--- config.mk ---
export PLATFORM = sky130hd
export DESIGN_NAME = bin_to_seg_display
export DESIGN_NICKNAME = d
export VERILOG_FILES = /design/src/rtl/seg_disp_pkg.sv /design/src/rtl/seg7_decode.sv /design/src/rtl/bin_to_seg_display.sv
export SDC_FILE = /design/constraint.sdc
export NUM_CORES = 1
export LEC_CHECK = 0
export ABC_CLOCK_PERIOD_IN_PS = 2450
export CAP_MARGIN = 20
export CORE_AREA = 2 2 101 103
export CTS_CLUSTER_DIAMETER = 60
export CTS_CLUSTER_SIZE = 30
export DETAILED_ROUTE_END_ITERATION = 8
export DIE_AREA = 0 0 103 105
export GPL_TIMING_DRIVEN = 0
export PLACE_DENSITY = 0.59
export SLEW_MARGIN = 15
export SYNTH_ARGS = -nofsm -noshare
export SYNTH_HDL_FRONTEND = slang
export SYNTH_HIERARCHICAL = 1
export SYNTH_SLANG_ARGS = --single-unit
--- constraint.sdc ---
create_clock -name clk -period 2.45 [get_ports clk]
set_clock_uncertainty 0.1 [all_clocks]
set_input_delay 0.3675 -clock clk [delete_from_list [all_inputs] [get_ports clk]]
set_output_delay 0.3675 -clock clk [all_outputs]
set_load 0.02 [all_outputs]
--- src/rtl/seg_disp_pkg.sv ---
// Shared definitions for the binary-to-BCD seven-segment display block:
// FSM state encoding and segment patterns in {g,f,e,d,c,b,a} order.
package seg_disp_pkg;

  typedef enum logic [1:0] {
    ST_IDLE = 2'd0,
    ST_CONV = 2'd1,
    ST_DONE = 2'd2
  } state_t;

  localparam logic [6:0] SEG_0     = 7'h3F;
  localparam logic [6:0] SEG_1     = 7'h06;
  localparam logic [6:0] SEG_2     = 7'h5B;
  localparam logic [6:0] SEG_3     = 7'h4F;
  localparam logic [6:0] SEG_4     = 7'h66;
  localparam logic [6:0] SEG_5     = 7'h6D;
  localparam logic [6:0] SEG_6     = 7'h7D;
  localparam logic [6:0] SEG_7     = 7'h07;
  localparam logic [6:0] SEG_8     = 7'h7F;
  localparam logic [6:0] SEG_9     = 7'h6F;
  localparam logic [6:0] SEG_DASH  = 7'h40;
  localparam logic [6:0] SEG_BLANK = 7'h00;

endpackage

--- src/rtl/seg7_decode.sv ---
// Combinational BCD digit to active-high segment pattern; non-decimal codes
// show a dash so a corrupted digit is visible on the board.
module seg7_decode
  import seg_disp_pkg::*;
(
  input  logic [3:0] bcd,
  output logic [6:0] seg
);

  always_comb begin
    seg = SEG_DASH;
    case (bcd)
      4'd0: seg = SEG_0;
      4'd1: seg = SEG_1;
      4'd2: seg = SEG_2;
      4'd3: seg = SEG_3;
      4'd4: seg = SEG_4;
      4'd5: seg = SEG_5;
      4'd6: seg = SEG_6;
      4'd7: seg = SEG_7;
      4'd8: seg = SEG_8;
      4'd9: seg = SEG_9;
      default: seg = SEG_DASH;
    endcase
  end

endmodule

--- src/rtl/bin_to_seg_display.sv ---
// Sequential shift-add-3 binary-to-BCD converter feeding a free-running,
// time-multiplexed seven-segment digit scanner with optional leading-zero blanking.
module bin_to_seg_display
  import seg_disp_pkg::*;
#(
  parameter int BIN_W       = 8,
  parameter int DIGITS      = 3,
  parameter int SCAN_DIV    = 1000,
  parameter int BLANK_LZ    = 1,
  parameter int SEG_ACT_LOW = 0
) (
  input  logic                  clk,
  input  logic                  rst_n,
  input  logic [BIN_W-1:0]      bin_in,
  input  logic                  load,
  output logic                  busy,
  output logic                  done,
  output logic [4*DIGITS-1:0]   bcd_out,
  output logic                  overflow,
  output logic [6:0]            seg,
  output logic [DIGITS-1:0]     dig_en
);

  localparam int CNT_W  = $clog2(BIN_W + 1);
  localparam int SCAN_W = (SCAN_DIV > 1) ? $clog2(SCAN_DIV) : 1;
  localparam int IDX_W  = (DIGITS > 1) ? $clog2(DIGITS) : 1;

  state_t                state_reg;
  logic [BIN_W-1:0]      bin_work_reg;
  logic [4*DIGITS-1:0]   bcd_work_reg;
  logic [4*DIGITS-1:0]   bcd_adj;
  logic [4*DIGITS-1:0]   bcd_out_reg;
  logic [CNT_W-1:0]      cnt_reg;
  logic                  ovf_work_reg;
  logic                  ovf_out_reg;
  logic                  busy_reg;
  logic                  done_reg;

  logic [SCAN_W-1:0]     prescale_reg;
  logic [IDX_W-1:0]      scan_idx_reg;
  logic [6:0]            seg_reg;
  logic [DIGITS-1:0]     dig_en_reg;
  logic [DIGITS-1:0]     lz_mask;
  logic [3:0]            cur_digit;
  logic [6:0]            dec_seg;
  logic [6:0]            seg_next;

  genvar gi;
  generate
    for (gi = 0; gi < DIGITS; gi++) begin : g_digit
      assign bcd_adj[4*gi +: 4] = (bcd_work_reg[4*gi +: 4] >= 4'd5) ?
                                  bcd_work_reg[4*gi +: 4] + 4'd3 :
                                  bcd_work_reg[4*gi +: 4];
      // Digit gi is a leading zero when it and every digit above it are zero.
      if (gi == 0) begin : g_lsd
        assign lz_mask[gi] = 1'b0;
      end else begin : g_upper
        assign lz_mask[gi] = ~|bcd_out_reg[4*DIGITS-1:4*gi];
      end
    end
  endgenerate

  always_ff @(posedge clk or negedge rst_n) begin
    if (!rst_n) begin
      state_reg    <= ST_IDLE;
      bin_work_reg <= '0;
      bcd_work_reg <= '0;
      bcd_out_reg  <= '0;
      cnt_reg      <= '0;
      ovf_work_reg <= 1'b0;
      ovf_out_reg  <= 1'b0;
      busy_reg     <= 1'b0;
      done_reg     <= 1'b0;
    end else begin
      done_reg <= 1'b0;
      case (state_reg)
        ST_IDLE: begin
          if (load) begin
            bin_work_reg <= bin_in;
            bcd_work_reg <= '0;
            ovf_work_reg <= 1'b0;
            cnt_reg      <= CNT_W'(BIN_W);
            busy_reg     <= 1'b1;
            state_reg    <= ST_CONV;
          end
        end
        ST_CONV: begin
          // A bit leaving the top digit means the value exceeds the display range.
          bcd_work_reg <= {bcd_adj[4*DIGITS-2:0], bin_work_reg[BIN_W-1]};
          bin_work_reg <= bin_work_reg << 1;
          ovf_work_reg <= ovf_work_reg | bcd_adj[4*DIGITS-1];
          cnt_reg      <= cnt_reg - CNT_W'(1);
          if (cnt_reg == CNT_W'(1)) begin
            state_reg <= ST_DONE;
          end
        end
        ST_DONE: begin
          bcd_out_reg <= bcd_work_reg;
          ovf_out_reg <= ovf_work_reg;
          done_reg    <= 1'b1;
          busy_reg    <= 1'b0;
          state_reg   <= ST_IDLE;
        end
        default: state_reg <= ST_IDLE;
      endcase
    end
  end

  assign cur_digit = bcd_out_reg[4*scan_idx_reg +: 4];

  seg7_decode u_decode (
    .bcd (cur_digit),
    .seg (dec_seg)
  );

  assign seg_next = ((BLANK_LZ != 0) && lz_mask[scan_idx_reg]) ? SEG_BLANK : dec_seg;

  always_ff @(posedge clk or negedge rst_n) begin
    if (!rst_n) begin
      prescale_reg <= '0;
      scan_idx_reg <= '0;
      seg_reg      <= SEG_0;
      dig_en_reg   <= DIGITS'(1);
    end else begin
      if (prescale_reg == SCAN_W'(SCAN_DIV - 1)) begin
        prescale_reg <= '0;
        scan_idx_reg <= (scan_idx_reg == IDX_W'(DIGITS - 1)) ? '0 : scan_idx_reg + IDX_W'(1);
      end else begin
        prescale_reg <= prescale_reg + SCAN_W'(1);
      end
      seg_reg    <= seg_next;
      dig_en_reg <= DIGITS'(1) << scan_idx_reg;
    end
  end

  assign busy     = busy_reg;
  assign done     = done_reg;
  assign bcd_out  = bcd_out_reg;
  assign overflow = ovf_out_reg;
  assign seg      = (SEG_ACT_LOW != 0) ? ~seg_reg : seg_reg;
  assign dig_en   = (SEG_ACT_LOW != 0) ? ~dig_en_reg : dig_en_reg;

endmodule

==> flow_metrics.env, run 1 <==
export IMPL_min_from="bin_work_reg[7]$_DFFE_PN0P_"
export IMPL_p_per_area_mw_per_mm2=1159
export IMPL_netSwitchingFraction_pct=36.29
export IMPL_cts_num_sinks=64
export IMPL_yosys_area_top_type_share_pct=45.60
export IMPL_vias=2218
export IMPL_crit_arrival_ns=2.35
export IMPL_reg2reg_depth=10
export IMPL_criticalPathCategory="register to register"
export IMPL_design_area_mm2=0.003896
export IMPL_drive_gt1_share_pct=15.70
export IMPL_placementRows=36
export IMPL_switching_power_w=0.001638
export IMPL_yosysSeqAreaShare_pct=51.48
export IMPL_cp_start_kind="register"
export IMPL_final_common_cell="dfrtp_1"
export IMPL_hold_class="register to register"
export IMPL_cts_tree="built"
export IMPL_fmax_mhz=464.1
export IMPL_finalSetupViolCount=0
export IMPL_start_util_pct=32.45
export IMPL_first_iter_violations=37
export IMPL_dpl_hpwl_um=4342
export IMPL_wl_um=6208
export IMPL_grt_pass1_wl_um=10690
export IMPL_netlist_area_mm2=0.003128
export IMPL_worstPathRequired_ns=2.64
export IMPL_die_h_um=105
export IMPL_syn_num_nets=317
export IMPL_via_per_inst=4.650
export IMPL_h_tree_depth=3
export IMPL_area_delta_synth_final_pct=24.56
export IMPL_timing_rr_end="seg[0]$_DFF_PN1_"
export IMPL_min_period_over_period_pct=87.95
export IMPL_p_seq_share_pct=37.8
export IMPL_ys_seq_elements=64
export IMPL_fin_nets=365
export IMPL_grt_total_usage_pct=12.77
export IMPL_place_ws_ns=-0.08710
export IMPL_p_clk_share_pct=22.2
export IMPL_synth_edf_count=0
export IMPL_pwr_share_comb_pct=40.1
export IMPL_die_width_um=103
export IMPL_synthArstFlopShare_pct=100.0
export IMPL_ios=36
export IMPL_syn_instance_count=291
export IMPL_holdPathEnd="bcd_work_reg[0]$_DFFE_PN0P_"
export IMPL_clk_latency_ns=0.35
export IMPL_place_congestion=0.7476
export IMPL_slew_violations=0
export IMPL_min_delay_path_depth=2
export IMPL_route_detailed_drc=0
export IMPL_clock_path_buffers=2
export IMPL_die_area_mm2=0.01082
export IMPL_slew_headroom_pct=69.83
export IMPL_cp_end_kind="register"
export IMPL_status="complete, no violations"
export IMPL_avgSynthCellArea_um2=10.75
export IMPL_clockRootBuffer="clkbuf_8"
export IMPL_grt_antenna_before_repair=0
export IMPL_fin_ws_ns=0.2951
export IMPL_first_pass_iters=4
export IMPL_antenna_cells=0
export IMPL_ir_drop_v=0.0004273
export IMPL_fin_util_pct=40.42
export IMPL_final_cell_mix="dfrtp_1, nand2_1, clkdlybuf4s50_1"
export IMPL_p_leak_nw=1.734
export IMPL_r2r_setup_slack_ns=0.30
export IMPL_period_minus_slack_ns=2.155
export IMPL_worst_pin_slew_ns=0.4521
export IMPL_rsz0062_at_grt="no"
export IMPL_cts_clk_slew_worst_paths_ns=0.07
export IMPL_port_buffers=35
export IMPL_cap_violations=0
export IMPL_yosysTopAreaCell="dfrtp_1"
export IMPL_final_hold_viol_count=0
export IMPL_wire_per_inst_um=13.01
export IMPL_synth_distinct_cells=46
export IMPL_rr_startpoint="scan_idx_reg[0]$_DFFE_PN0N_"
export IMPL_cp_max_fo=9
export IMPL_cts_buffers=9
export IMPL_grt_max_degree=34
export IMPL_grt_overflow=0
export IMPL_dpl_instance_area_mm2=0.003662
export IMPL_p_int_w=0.002876
export IMPL_netlist_top_cells_area="dfrtp_1, ha_1, dfstp_2"
export IMPL_nFillCells=959
export IMPL_core_mm2=0.009639
export IMPL_grt_pass1_vias=2243
export IMPL_synth_ff_type="dfrtp_1"
export IMPL_ys_warnings_count=6
export IMPL_antenna_left=0
-- worst max path at each step --
| stage | cells after the start | slack [ns] | end | start |
|---|---|---|---|---|
| after global routing | 10 | 0.15 | seg[5]$_DFF_PN1_ | scan_idx_reg[0]$_DFFE_PN0N_ |
| after floorplan | 8 | 0.29 | seg[0]$_DFF_PN1_ | scan_idx_reg[0]$_DFFE_PN0N_ |
| after detailed placement | 8 | -0.09 | seg[0]$_DFF_PN1_ | scan_idx_reg[0]$_DFFE_PN0N_ |
| final | 10 | 0.30 | seg[0]$_DFF_PN1_ | scan_idx_reg[0]$_DFFE_PN0N_ |
| after global placement | 1 | -1.24 | bcd_work_reg[1]$_DFFE_PN0P_ | rst_n |
| after CTS | 10 | 0.10 | seg[0]$_DFF_PN1_ | scan_idx_reg[0]$_DFFE_PN0N_ |
-- worst max-delay path, stage by stage, from the launching register on --
cell and delay, ns:
dfrtp_1 0.36, buf_2 0.19, nor2b_1 0.11, buf_2 0.16
nand2_1 0.09, o21ai_2 0.16, inv_1 0.15, ha_1 0.21
mux2_2 0.28, o22ai_1 0.14, and2_1 0.13
-- final cells by class --
type / instances / area, µm² / area share, %
Clock inverter: 6 / 82.58 / 2.119
Multi-Input combinational cell: 199 / 1380 / 35.42
Clock buffer: 10 / 137.6 / 3.532
Inverter: 16 / 60.06 / 1.541
Tap cell: 133 / 166.4 / 4.271
Buffer: 12 / 81.33 / 2.087
Timing Repair Buffer: 37 / 377.9 / 9.698
Sequential cell: 64 / 1610 / 41.33
-- kinds of logic (layout without fill, tap and decap cells) --
family	count (synthesis)	in the layout	share of synthesized area, %
xor gates and xnor gates	11	11	3.080
AOI/OAI and AO/OA	53	53	10.72
adders and majority gates	15	15	6.000
muxes	22	22	7.760
DFF	64	64	51.48
and+or+nand+nor	98	98	16.44
buffers and inverters	28	81	4.520
-- synthesized netlist by cell type (5+ instances only) --
library cell / instances
inv_1: 16
nand3_1: 12
and2_1: 9
dfrtp_1: 57
xor2_1: 7
o21ai_0: 23
dfstp_2: 7
nand2b_1: 5
ha_1: 15
nor2b_1: 8
a21oi_1: 5
nand2_1: 37
mux2_2: 10
nor2_1: 7
mux2i_1: 7
buf_2: 5
a22oi_1: 7
-- metal layers --
layer	part of all wire, %	vias to the layer above	track usage, %	wire length (µm)
met5	0	-	0	0
met3	4.6	8	5.284	284
li1	-	1090	-	-
met1	46	1080	15.50	2828
met2	49	40	20.55	3037
met4	0.93	0	3.759	58
-- power by group through the flow --
stage | Sequential, W | Clock, W | Combinational (W)
after floorplan | 0.00183 | 0 | 0.00108
after global placement | 0.00172 | 0 | 0.00178
after detailed placement | 0.00173 | 0 | 0.00182
after CTS | 0.00171 | 0.00104 | 0.00184
after global routing | 0.00177 | 0.00108 | 0.00204
final | 0.00170 | 0.00100 | 0.00181
-- through the flow --
stage	hold slack (ns)	setup TNS (ns)	total power, W	cells
6_report	0.3766	0	0.004514	477
5_1_grt	0.4122	0	0.004888	477
4_1_cts	0.3816	0	0.004586	477
3_5_place_dp	0.2441	-0.2283	0.003552	460
3_3_place_gp	0.3584	-74.11	0.003497	459
2_1_floorplan	-0.02809	0	0.002911	291
-- timing repair --
| action | in CTS | in global routing |
|---|---|---|
| hold endpoints to repair | 25 | 0 |
| resized for setup | 1 | 1 |
| gates cloned | 0 | 0 |
| setup buffers | 0 | 0 |
| hold buffers | 1 | 0 |
| pin swaps | 0 | 0 |
| endpoints found under the setup margin | 3 | 3 |
No activity file was read; power rests on OpenSTA's default activity.
==> run 2, diff against run 1 <==
--- a/config.mk
+++ b/config.mk
@@ -13,6 +13,7 @@
 export DETAILED_ROUTE_END_ITERATION = 8
 export DIE_AREA = 0 0 103 105
 export GPL_TIMING_DRIVEN = 0
+export HOLD_SLACK_MARGIN = 0.12
 export PLACE_DENSITY = 0.59
 export SLEW_MARGIN = 15
 export SYNTH_ARGS = -nofsm -noshare
==> results of run 2 <==
Final layout, timing and power as in run 1 (identical DEF).
